==> config.mk <==
export PLATFORM = sky130hd
export DESIGN_NAME = fetch_predict
export DESIGN_NICKNAME = d
export VERILOG_FILES = /design/src/rtl/fetch_predict_pkg.sv /design/src/rtl/fetch_predict_btb.sv /design/src/rtl/fetch_predict.sv
export SDC_FILE = /design/constraint.sdc
export NUM_CORES = 1
export LEC_CHECK = 0
export ABC_AREA = 1
export CAP_MARGIN = 20
export CORE_AREA = 2 2 103 105
export DETAILED_ROUTE_END_ITERATION = 16
export DIE_AREA = 0 0 105 107
export PLACE_DENSITY = 0.75
export SKIP_CTS_REPAIR_TIMING = 1
export SYNTH_ARGS = -nofsm -noshare
export SYNTH_HDL_FRONTEND = slang
export SYNTH_HIERARCHICAL = 1
export SYNTH_SLANG_ARGS = --single-unit
==> constraint.sdc <==
create_clock -name clk -period 3.3 [get_ports clk]
set_input_delay 0.495 -clock clk [delete_from_list [all_inputs] [get_ports clk]]
set_output_delay 0.495 -clock clk [all_outputs]
set_load 0.005 [all_outputs]
==> src/rtl/fetch_predict_pkg.sv <==
// Shared types and constants for the fetch stage and its branch target buffer.
// Counter encoding: SNT/WNT predict not-taken, WT/ST predict taken.
package fetch_predict_pkg;

    localparam int XLEN  = 32;
    localparam int TAG_W = XLEN - 2;

    localparam logic [1:0] SNT = 2'd0;
    localparam logic [1:0] WNT = 2'd1;
    localparam logic [1:0] WT  = 2'd2;
    localparam logic [1:0] ST  = 2'd3;

    // Tag field is sized for the smallest table; unused upper bits stay zero.
    typedef struct packed {
        logic             valid;
        logic [TAG_W-1:0] tag;
        logic [XLEN-1:0]  target;
        logic [1:0]       cnt;
    } btb_entry_t;

    function automatic logic [1:0] cnt_next(input logic [1:0] cnt, input logic taken);
        logic [1:0] res;
        if (taken) begin
            res = (cnt == ST) ? ST : cnt + 2'd1;
        end else begin
            res = (cnt == SNT) ? SNT : cnt - 2'd1;
        end
        return res;
    endfunction

endpackage

==> src/rtl/fetch_predict_btb.sv <==
// Direct-mapped branch target buffer: combinational lookup of the fetch PC and
// single-port update from execute. Lookups see the contents before a same-cycle write.
module fetch_predict_btb
    import fetch_predict_pkg::*;
#(
    parameter int BTB_ENTRIES = 16
) (
    input  logic            clk,
    input  logic            rst_n,
    input  logic [XLEN-1:0] lookup_pc,
    output logic            pred_taken,
    output logic [XLEN-1:0] pred_target,
    input  logic            upd_en,
    input  logic [XLEN-1:0] upd_pc,
    input  logic            upd_taken,
    input  logic [XLEN-1:0] upd_target
);

    localparam int IDX = $clog2(BTB_ENTRIES);

    if (BTB_ENTRIES < 2 || BTB_ENTRIES > 256 || (BTB_ENTRIES & (BTB_ENTRIES - 1)) != 0) begin : g_bad_entries
        $error("BTB_ENTRIES must be a power of two in 2..256");
    end

    btb_entry_t       mem [BTB_ENTRIES];

    logic [IDX-1:0]   lk_idx;
    logic [TAG_W-1:0] lk_tag;
    btb_entry_t       lk_e;
    logic             lk_hit;

    logic [IDX-1:0]   up_idx;
    logic [TAG_W-1:0] up_tag;
    btb_entry_t       up_e;
    btb_entry_t       up_new;
    logic             up_hit;
    logic             up_we;

    logic             unused_lsb;

    assign unused_lsb = ^{lookup_pc[1:0], upd_pc[1:0]};

    assign lk_idx = lookup_pc[IDX+1:2];
    assign lk_tag = TAG_W'(lookup_pc[XLEN-1:IDX+2]);
    assign lk_e   = mem[lk_idx];
    assign lk_hit = lk_e.valid && (lk_e.tag == lk_tag);

    assign pred_taken  = lk_hit && lk_e.cnt[1];
    assign pred_target = lk_e.target;

    assign up_idx = upd_pc[IDX+1:2];
    assign up_tag = TAG_W'(upd_pc[XLEN-1:IDX+2]);
    assign up_e   = mem[up_idx];
    assign up_hit = up_e.valid && (up_e.tag == up_tag);

    // A not-taken outcome on a miss leaves the table untouched.
    assign up_we = upd_en && (up_hit || upd_taken);

    always_comb begin
        up_new = up_e;
        if (up_hit) begin
            up_new.cnt = cnt_next(up_e.cnt, upd_taken);
            if (upd_taken) begin
                up_new.target = upd_target;
            end
        end else begin
            up_new.valid  = 1'b1;
            up_new.tag    = up_tag;
            up_new.target = upd_target;
            up_new.cnt    = WT;
        end
    end

    always_ff @(posedge clk) begin
        if (!rst_n) begin
            for (int i = 0; i < BTB_ENTRIES; i++) begin
                mem[i].valid <= 1'b0;
            end
        end else if (up_we) begin
            mem[up_idx] <= up_new;
        end
    end

endmodule

==> src/rtl/fetch_predict.sv <==
// Fetch stage: PC register, next-PC selection and optional BTB prediction.
// Define FETCH_BTB_EN to build the branch target buffer; otherwise fetch is sequential.
module fetch_predict
    import fetch_predict_pkg::*;
#(
    parameter logic [XLEN-1:0] RESET_PC    = 32'h0000_0000,
    parameter int              BTB_ENTRIES = 16
) (
    input  logic            clk,
    input  logic            rst_n,
    input  logic            stallF,
    input  logic            redirect_en,
    input  logic [XLEN-1:0] redirect_pc,
    input  logic            upd_en,
    input  logic [XLEN-1:0] upd_pc,
    input  logic            upd_taken,
    input  logic [XLEN-1:0] upd_target,
    output logic [XLEN-1:0] imem_addr,
    input  logic [XLEN-1:0] imem_rdata,
    output logic [XLEN-1:0] pc_F,
    output logic [XLEN-1:0] pc4_F,
    output logic [XLEN-1:0] instr_F,
    output logic            takenF
);

    logic [XLEN-1:0] pc_q;
    logic [XLEN-1:0] pc_next;
    logic            pred_taken;
    logic [XLEN-1:0] pred_target;

`ifdef FETCH_BTB_EN
    fetch_predict_btb #(
        .BTB_ENTRIES (BTB_ENTRIES)
    ) u_btb (
        .clk         (clk),
        .rst_n       (rst_n),
        .lookup_pc   (pc_q),
        .pred_taken  (pred_taken),
        .pred_target (pred_target),
        .upd_en      (upd_en),
        .upd_pc      (upd_pc),
        .upd_taken   (upd_taken),
        .upd_target  (upd_target)
    );
`else
    logic unused_upd;

    assign unused_upd  = ^{upd_en, upd_pc, upd_taken, upd_target, 32'(BTB_ENTRIES)};
    assign pred_taken  = 1'b0;
    assign pred_target = '0;
`endif

    assign pc_F      = pc_q;
    assign imem_addr = pc_q;
    assign pc4_F     = pc_q + 32'd4;
    assign instr_F   = imem_rdata;
    assign takenF    = pred_taken;

    // Redirect wins over stall so a flush is never lost while fetch is held.
    always_comb begin
        if (redirect_en) begin
            pc_next = redirect_pc;
        end else if (stallF) begin
            pc_next = pc_q;
        end else if (pred_taken) begin
            pc_next = pred_target;
        end else begin
            pc_next = pc4_F;
        end
    end

    always_ff @(posedge clk) begin
        if (!rst_n) begin
            pc_q <= RESET_PC;
        end else begin
            pc_q <= pc_next;
        end
    end

endmodule

==> results.py, run 1 <==
metrics = {
    "run_status": {
        "status": "finished, final reports clean",
    },
    "synthesis": {
        "yosysWarnings": 6,
        "yosys-mux-area-fraction_pct": 0,
        "yosys_most_used_dff": "dfxtp_1",
        "synth.most_common_cell": "nand2_1",
        "netlist_instances": 433,
        "yosys.area.top_type": "dfxtp_1",
        "number_of_enable_flip_flop_cells_after_synthesis": 0,
        "synth_top_family_by_area": "simple AND/OR/NAND/NOR gates",
        "synth.lib_cells_used.distinct": 28,
        "synth-compound-area-share_pct": 11.0,
        "async_flop_share_pct": 0,
        "synth_adder_area_share_pct": 0.447,
        "synth.top_cell.area_share_pct": 22.9,
        "synth_area_per_cell_um2": 6.46,
        "post_synth_xor_area_fraction_pct": 6.58,
        "ys_ff_latch": 32,
        "synthesis.nets": 568,
        "synth_simple_gate_area_share_pct": 32.5,
        "mappedNetlistArea_um2": 2800,
        "synthTopCellsByCount": "nand2_1 (133), buf_4 (68), inv_1 (46)",
        "synth_top_cells_by_area": "dfxtp_1 (23%), buf_4 (18%), nand2_1 (18%), inv_1 (6.2%), nor2_1 (4.4%)",
        "synth_sequential_area_ratio_pct": 22.9,
    },
    "global_routing": {
        "initial_antenna_violation_count": 0,
        "grtUsageTotal_pct": 15.9,
        "use_met1_pct": 17.2,
        "grt_start_max_net_pins": 34,
        "grt_util_met2_pct": 28.6,
        "first_global_vias": 2928,
        "first_pass_grt_wire_length_um": 14100,
        "grt_overflow": 0,
        "grt_use_met3_pct": 4.32,
        "global_route.peak_usage_layer": "met2",
    },
    "pwr": {
        "leakagePower_nw": 1.45,
        "report.power.total_mw": 1.08,
        "power.ir.vdd_worst_mv": 0.153,
        "power.density_nw_per_um2": 282,
    },
    "sta": {
        "fin_tns_setup_ps": 0,
        "timing.clock.skew_ps": 9.97,
        "post-route-worst-setup-slack_ps": 416,
        "timing.max_slew.rel_slack_pct": 56.5,
        "setup_repair_after_global_routing_missed_its_margin": "no",
        "fmax_mhz": 347,
        "worst_pin_slew_ps": 652,
        "hold_viol": 0,
        "finalWorstPathRequiredPeriod_ps": 2880,
        "slew_violations": 0,
        "post-route-period-util_pct": 87.4,
        "setup_viol": 0,
    },
    "detailed_routing": {
        "routed_wirelength_um": 8930,
        "wl_per_cell_um": 14.1,
        "detail_route.first_pass.iterations": 4,
        "final_antenna_net_count": 0,
        "num_vias": 2822,
        "vias_per_cell": 4.46,
        "remaining_drc_errors": 0,
        "drt_first_iter_violations": 87,
    },
    "layout": {
        "area_delta_synth_final_pct": 37.0,
        "final_nets": 631,
        "final.fill_count": 1111,
        "multi_input_gate_area_in_the_final_layout_um2": 1420,
        "diodes": 0,
        "largest_reg_flops": 32,
        "drive_above_1_share_pct": 8.05,
        "storage_element_area_um2": 641,
    },
    "floorplan": {
        "die_h_um": 107,
        "ioPinCount": 263,
        "initial_core_utilization_pct": 27.7,
        "rows": 37,
        "die_width_um": 105,
        "die_area_um2": 11200,
        "core_region_area_um2": 10100,
    },
    "cts": {
        "cts.reportedPaths.clkPinSlew_ps": 80,
        "clk_root_buffer_cell": "clkbuf_8",
        "clock_insertion_delay_worst_skew_ps": 290,
        "cts_tree": "built",
        "cts_inserted_buffers": 5,
        "cts_max_level": 2,
        "cts.path.max_buffers": 2,
        "cts_num_sinks": 32,
    },
    "critical_path": {
        "critPathKind": "register to output port",
        "critical-path-top-delay-family": "simple AND/OR/NAND/NOR gates",
        "critPathLaunchType": "register",
        "worst_path_largest_cell_delay_ps": 510,
        "cp-end-kind": "output port",
        "cp.buffers_inverters": 1,
        "slowest_stage_cell_on_the_critical_path": "clkdlybuf4s50_1",
        "critical_path_required_ps": 2800,
        "critPathArrivalTime_ps": 2390,
        "cp_most_frequent_cell": "nand2_1",
        "cp_max_fo": 5,
        "crit_chain": "ha_1, nand2_1, nor2_2, nand2_4, nor2_4, nand2_1, nand2_1, and2_1, clkdlybuf4s50_1",
    },
    "min_path": {
        "hold_class": "register to register",
    },
    "placed_design": {
        "pre_cts_slack_ps": 725,
        "estimated_wirelength_of_the_detail_placed_design_um": 7010,
        "placement.io_buffers": 131,
        "gp_routability_congestion": 0.877,
    },
    "run": {
        "max_cap_violations": 0,
    },
}
==> kinds of logic after synthesis <==
logic type | after synthesis
adders and majority gates | 1
xor gates and xnor gates | 15
buffers and inverters | 125
other | 1
AOI/OAI and AO/OA | 53
and+or+nand+nor | 206
DFF | 32
==> report_power, final <==
group          switching, mW  internal (mW)
logic                  0.114          0.185
registers             0.0419          0.409
clock network          0.162          0.167
==> path summary, 6_finish.rpt <==
path	from	to	slack (ps)	cells past startpoint
max	imem_addr[3]$_SDFFE_PN0N_	pc4_F[26]	420	9
min	imem_addr[8]$_SDFFE_PN0N_	imem_addr[8]$_SDFFE_PN0N_	590	2
max reg2reg	imem_addr[3]$_SDFFE_PN0N_	imem_addr[22]$_SDFFE_PN0N_	1530	9
min reg2reg	imem_addr[8]$_SDFFE_PN0N_	imem_addr[8]$_SDFFE_PN0N_	590	2
==> worst min-delay path: cells and delay by family (launching register included) <==
family,cells,cell delay (ps)
AND/OR/NAND/NOR,1,90
AO/OA/AOI/OAI,1,70
flip-flops,1,380
==> placed cells by master, fill, tap and decap left out, drive strengths merged, types with 6 or more instances in the layout <==
master / count
a22o: 8
clkbuf: 6
dfxtp: 32
nand2: 139
a31oi: 7
inv: 47
a21oi: 21
nand3: 16
xor2: 11
o21ai: 16
nor2: 46
clkdlybuf4s50: 131
==> stage by stage <==
step           area, um^2  std cells  hold slack, ps  utilization, %
2_1_floorplan        2800        433             536               -
3_5_place_dp         3740        625             584            37.1
6_report             3830        633             590            38.0
3_3_place_gp         3740        625             553            37.1
4_1_cts              3830        633             598            38.0
5_1_grt              3830        633             620            38.0
==> cell type report <==
class,instances,area share (%)
clock buffer,6,2.15
multi-input combinational,276,37.0
timing repair buffer,134,34.8
inverter,47,4.60
sequential,32,16.7
clock inverter,2,0.261
tap,136,4.44
==> per-layer routing <==
layer	share of wire, %	up-vias
li1	-	1395
met1	39	1277
met2	51	118
met3	7.4	32
met4	2.7	0
met5	0	-
Power figures use the tool's default switching activity.
==> run 2, diff against run 1 <==
- CORE_AREA: 2 2 103 105 -> 2 2 101 103
- DIE_AREA: 0 0 105 107 -> 0 0 103 105
- PLACE_DENSITY: 0.75 -> 0.77
- REMOVE_ABC_BUFFERS: default -> 1
- clock period: 3.3 -> 2.8 ns (I/O delays scaled with it)
==> run 2 against run 1 <==
Against the previous run: sequential share of layout area about the same; wire length up 11%; clock skew down 6.9 ps; sequential power up 18%; first-iteration DRC count up 30%; via count down 0.57%.
==> results.py, run 2 (synthesis results as in run 1) <==
metrics = {
    "sta": {
        "slew_violations": 0,
        "whs_ps": 582,
        "finalWorstPathRequiredPeriod_ps": 2620,
        "setup_viol": 0,
        "timing.clock.skew_ps": 3.05,
        "timing.max_slew.rel_slack_pct": 60.8,
        "setup_repair_after_global_routing_missed_its_margin": "no",
        "fmax_mhz": 382,
        "hold_viol": 0,
        "worst_pin_slew_ps": 588,
        "fin_tns_setup_ps": 0,
        "post-route-period-util_pct": 93.5,
    },
    "layout": {
        "layout_commonest_cell": "nand2_1",
        "area_delta_synth_final_pct": 37.0,
        "diodes": 0,
        "largest_reg_flops": 32,
        "drive_above_1_share_pct": 8.25,
        "final_nets": 632,
        "mostFrequentLayoutCells": "nand2_1 (133), clkdlybuf4s50_1 (131), inv_1 (46)",
        "final.fill_count": 1048,
    },
    "cts": {
        "cts_num_sinks": 32,
        "cts_max_level": 2,
        "cts_tree": "built",
        "cts_inserted_buffers": 5,
        "clk_root_buffer_cell": "clkbuf_8",
        "cts.reportedPaths.clkPinSlew_ps": 70,
        "clock_insertion_delay_worst_skew_ps": 280,
        "cts.path.max_buffers": 2,
    },
    "placed_design": {
        "estimated_wirelength_of_the_detail_placed_design_um": 7880,
        "gp_routability_congestion": 0.877,
        "placement.io_buffers": 131,
    },
    "critical_path": {
        "cp-end-kind": "output port",
        "critPathLaunchType": "register",
        "critPathArrivalTime_ps": 2200,
        "critical_path_required_ps": 2380,
        "critPathKind": "register to output port",
        "cp_max_fo": 5,
    },
    "floorplan": {
        "die_h_um": 105,
        "rows": 36,
        "initial_core_utilization_pct": 29.0,
        "ioPinCount": 263,
        "die_width_um": 103,
        "core_region_area_um2": 9640,
        "die_area_um2": 10800,
    },
    "global_routing": {
        "first_global_vias": 2886,
        "first_pass_grt_wire_length_um": 15100,
        "initial_antenna_violation_count": 0,
        "grt_overflow": 0,
        "grt_start_max_net_pins": 29,
        "grtUsageTotal_pct": 18.4,
    },
    "pwr": {
        "leakagePower_nw": 1.45,
        "power.density_nw_per_um2": 323,
        "power.ir.vdd_worst_mv": 0.152,
    },
    "run": {
        "max_cap_violations": 0,
    },
    "detailed_routing": {
        "wl_per_cell_um": 15.7,
        "final_antenna_net_count": 0,
        "num_vias": 2806,
        "detail_route.first_pass.iterations": 4,
        "vias_per_cell": 4.45,
        "routed_wirelength_um": 9870,
        "remaining_drc_errors": 0,
        "drt_first_iter_violations": 113,
    },
    "run_status": {
        "status": "finished, final reports clean",
    },
    "min_path": {
        "hold_class": "register to register",
    },
}
## run 2: cell count changes in the layout (fill, tap and decap cells not counted), sizes merged
cell | previous run | this run
buf | 3 | 4
clkinv | 2 | 1
## run 2: stage by stage
step | setup slack (ps) | power, mW | instance area, um^2 | cells | utilization [%]
final | 181 | 1.24 | 3830 | 630 | 39.7
after global routing | 20.3 | 1.30 | 3830 | 630 | 39.7
after global placement | 396 | 0.890 | 3740 | 623 | 38.8
after floorplan | 1000 | 0.638 | 2230 | 355 | -
after CTS | 37.7 | 1.25 | 3820 | 630 | 39.6
after detailed placement | 368 | 0.898 | 3740 | 623 | 38.8
## run 2: area by class of cell
type	instances	area, um^2	area share [%]
Timing Repair Buffer	135	1340	35.0
Multi-Input combinational cell	276	1430	37.2
Sequential cell	32	642	16.8
Clock inverter	1	5.00	0.131
Tap cell	133	166	4.34
Clock buffer	6	72.6	1.89
Inverter	47	176	4.61
## run 2: final timing paths
path	startpoint	slack (ps)	cells after the start	end
max	imem_addr[2]$_SDFFE_PN0N_	180	9	pc4_F[26]
min reg2reg	imem_addr[0]$_SDFFE_PN0P_	580	2	imem_addr[0]$_SDFFE_PN0P_
min	imem_addr[0]$_SDFFE_PN0P_	580	2	imem_addr[0]$_SDFFE_PN0P_
max reg2reg	imem_addr[20]$_SDFFE_PN0N_	1180	9	imem_addr[29]$_SDFFE_PN0N_
## run 2: where the power goes
part	internal, mW	total, mW	switching [mW]
logic	0.220	0.353	0.134
clock network	0.169	0.351	0.182
registers	0.483	0.533	0.0502
## run 2: per-layer routing
metal | GRT usage [%] | wire length (um) | up-vias
li1 | - | - | 1390
met4 | 3.20 | 36 | 2
met2 | 27.2 | 4250 | 123
met5 | 6.15 | 58 | -
met1 | 24.2 | 4570 | 1287
met3 | 8.29 | 959 | 4
## run 2: worst max-delay path, stage by stage (launching register included)
cell and delay [ps]:
dfxtp_1 390, ha_2 230, nand2_1 90, nor2_4 140, nand2_4 110, nor2_4 190, nand2_1 70, nand2_1 70
and2_1 110, clkdlybuf4s50_1 520
==> run 3, diff against run 2 <==
- DONT_BUFFER_PORTS: default -> 1
- PLACE_DENSITY: 0.77 -> default
- SLEW_MARGIN: default -> 20
==> run 3 against run 2 <==
Against the previous run: maximum frequency grew 12%; worst setup slack better by 290 ps; non-clock buffer count down 133; combinational power down 63%.
==> results.py, run 3 (synthesis results as in run 1) <==
metrics = {
    "placed_design": {
        "estimated_wirelength_of_the_detail_placed_design_um": 6970,
        "gp_routability_congestion": 0.861,
        "placement.io_buffers": 0,
    },
    "sta": {
        "setup_viol": 0,
        "whs_ps": 225,
        "post-route-period-util_pct": 83.2,
        "finalWorstPathRequiredPeriod_ps": 2330,
        "timing.clock.skew_ps": 8.91,
        "timing.max_slew.rel_slack_pct": 53.3,
        "hold_viol": 0,
        "setup_repair_after_global_routing_missed_its_margin": "no",
        "worst_pin_slew_ps": 699,
        "fmax_mhz": 429,
        "slew_violations": 0,
        "fin_tns_setup_ps": 0,
    },
    "cts": {
        "clock_insertion_delay_worst_skew_ps": 290,
        "cts.path.max_buffers": 2,
        "clk_root_buffer_cell": "clkbuf_8",
        "cts_inserted_buffers": 5,
        "cts_tree": "built",
        "cts.reportedPaths.clkPinSlew_ps": 80,
        "cts_max_level": 2,
        "cts_num_sinks": 32,
    },
    "layout": {
        "final_nets": 499,
        "largest_reg_flops": 32,
        "drive_above_1_share_pct": 10.4,
        "diodes": 0,
        "layout_commonest_cell": "nand2_1",
        "mostFrequentLayoutCells": "nand2_1 (133), inv_1 (46), nor2_1 (32), dfxtp_1 (32), a21oi_1 (21)",
        "final.fill_count": 1093,
        "area_delta_synth_final_pct": -9.71,
    },
    "detailed_routing": {
        "num_vias": 2358,
        "wirelength_met1_um": 3800,
        "drt_first_iter_violations": 98,
        "remaining_drc_errors": 0,
        "met2WireLength_um": 3670,
        "routed.top_layer": "met5",
        "wl_per_cell_um": 17.8,
        "routed_wirelength_um": 8890,
        "vias_per_cell": 4.73,
        "final_antenna_net_count": 0,
        "detail_route.first_pass.iterations": 6,
        "met3RoutedLength_um": 1350,
    },
    "critical_path": {
        "cp_max_fo": 5,
        "critPathLaunchType": "register",
        "cp-end-kind": "output port",
        "worst-r2r-cell-count": 10,
        "worst_path_largest_cell_delay_ps": 450,
        "timing.reg2reg.setup_slack_ps": 1000,
        "critical_path_required_ps": 2380,
        "critical-path-top-delay-family": "simple AND/OR/NAND/NOR gates",
        "timing.critical_path.depth": 7,
        "critPathArrivalTime_ps": 1910,
        "crit_chain": "ha_1, nand2_1, nor2_2, nand2_4, nor2_4, nand3_1, and2_1",
        "slowest_stage_cell_on_the_critical_path": "dfxtp_1",
        "critPathKind": "register to output port",
        "cp.buffers_inverters": 0,
    },
    "floorplan": {
        "rows": 36,
        "die_h_um": 105,
        "initial_core_utilization_pct": 29.0,
        "core_region_area_um2": 9640,
        "die_width_um": 103,
        "ioPinCount": 263,
        "die_area_um2": 10800,
    },
    "global_routing": {
        "first_global_vias": 2331,
        "grt_start_max_net_pins": 35,
        "initial_antenna_violation_count": 0,
        "grt_overflow": 0,
        "grtUsageTotal_pct": 16.4,
        "first_pass_grt_wire_length_um": 13100,
    },
    "pwr": {
        "leakagePower_nw": 0.974,
        "report.power.total_mw": 1.12,
        "power.density_nw_per_um2": 445,
        "power.ir.vdd_worst_mv": 0.146,
    },
    "run_status": {
        "status": "finished, final reports clean",
    },
    "min_path": {
        "hold_class": "input port to register",
        "whs_path_depth": 2,
    },
    "run": {
        "max_cap_violations": 0,
    },
}
## run 3: layout make-up
cell class | count | area (um^2) | share of cell area, %
clock buffer | 6 | 72.6 | 2.87
clock inverter | 2 | 35.0 | 1.39
inverter | 47 | 176 | 6.99
multi-input combinational | 276 | 1420 | 56.2
sequential | 32 | 641 | 25.4
tap | 133 | 166 | 6.59
timing repair buffer | 2 | 15.0 | 0.595
## run 3: final timing paths
kind,startpoint,to
worst max-delay path,imem_addr[3]$_SDFFE_PN0N_,pc4_F[26]
worst min-delay path,rst_n,imem_addr[3]$_SDFFE_PN0N_
worst max register to register,imem_addr[3]$_SDFFE_PN0N_,imem_addr[22]$_SDFFE_PN0N_
worst min register to register,imem_addr[6]$_SDFFE_PN0N_,imem_addr[6]$_SDFFE_PN0N_
## run 3: metrics by stage
| step | setup WS (ps) | area, um^2 | util, % | std cells |
|---|---|---|---|---|
| 2_1_floorplan | 1000 | 2230 | - | 355 |
| 3_3_place_gp | 763 | 2420 | 25.1 | 490 |
| 3_5_place_dp | 763 | 2420 | 25.1 | 490 |
| 4_1_cts | 432 | 2520 | 26.2 | 498 |
| 5_1_grt | 272 | 2520 | 26.2 | 498 |
| 6_report | 470 | 2520 | 26.2 | 498 |
## run 3: power breakdown
group	switching (mW)	total, mW	internal [mW]
Sequential	0.0606	0.543	0.483
Combinational	0.0829	0.130	0.0474
Clock	0.185	0.450	0.264
## run 3: worst reg2reg max path, delay by kind of cell (launching register included)
family          cells  cell delay (ps)
simple gates        8              880
flops               1              450
fa+ha+maj           1              270
compound gates      1               50
## run 3: per-layer routing
| layer | global-route usage (%) | up-vias |
|---|---|---|
| li1 | - | 1125 |
| met1 | 20.4 | 1058 |
| met2 | 23.5 | 167 |
| met3 | 11.1 | 6 |
| met4 | 2.54 | 2 |
| met5 | 4.10 | - |
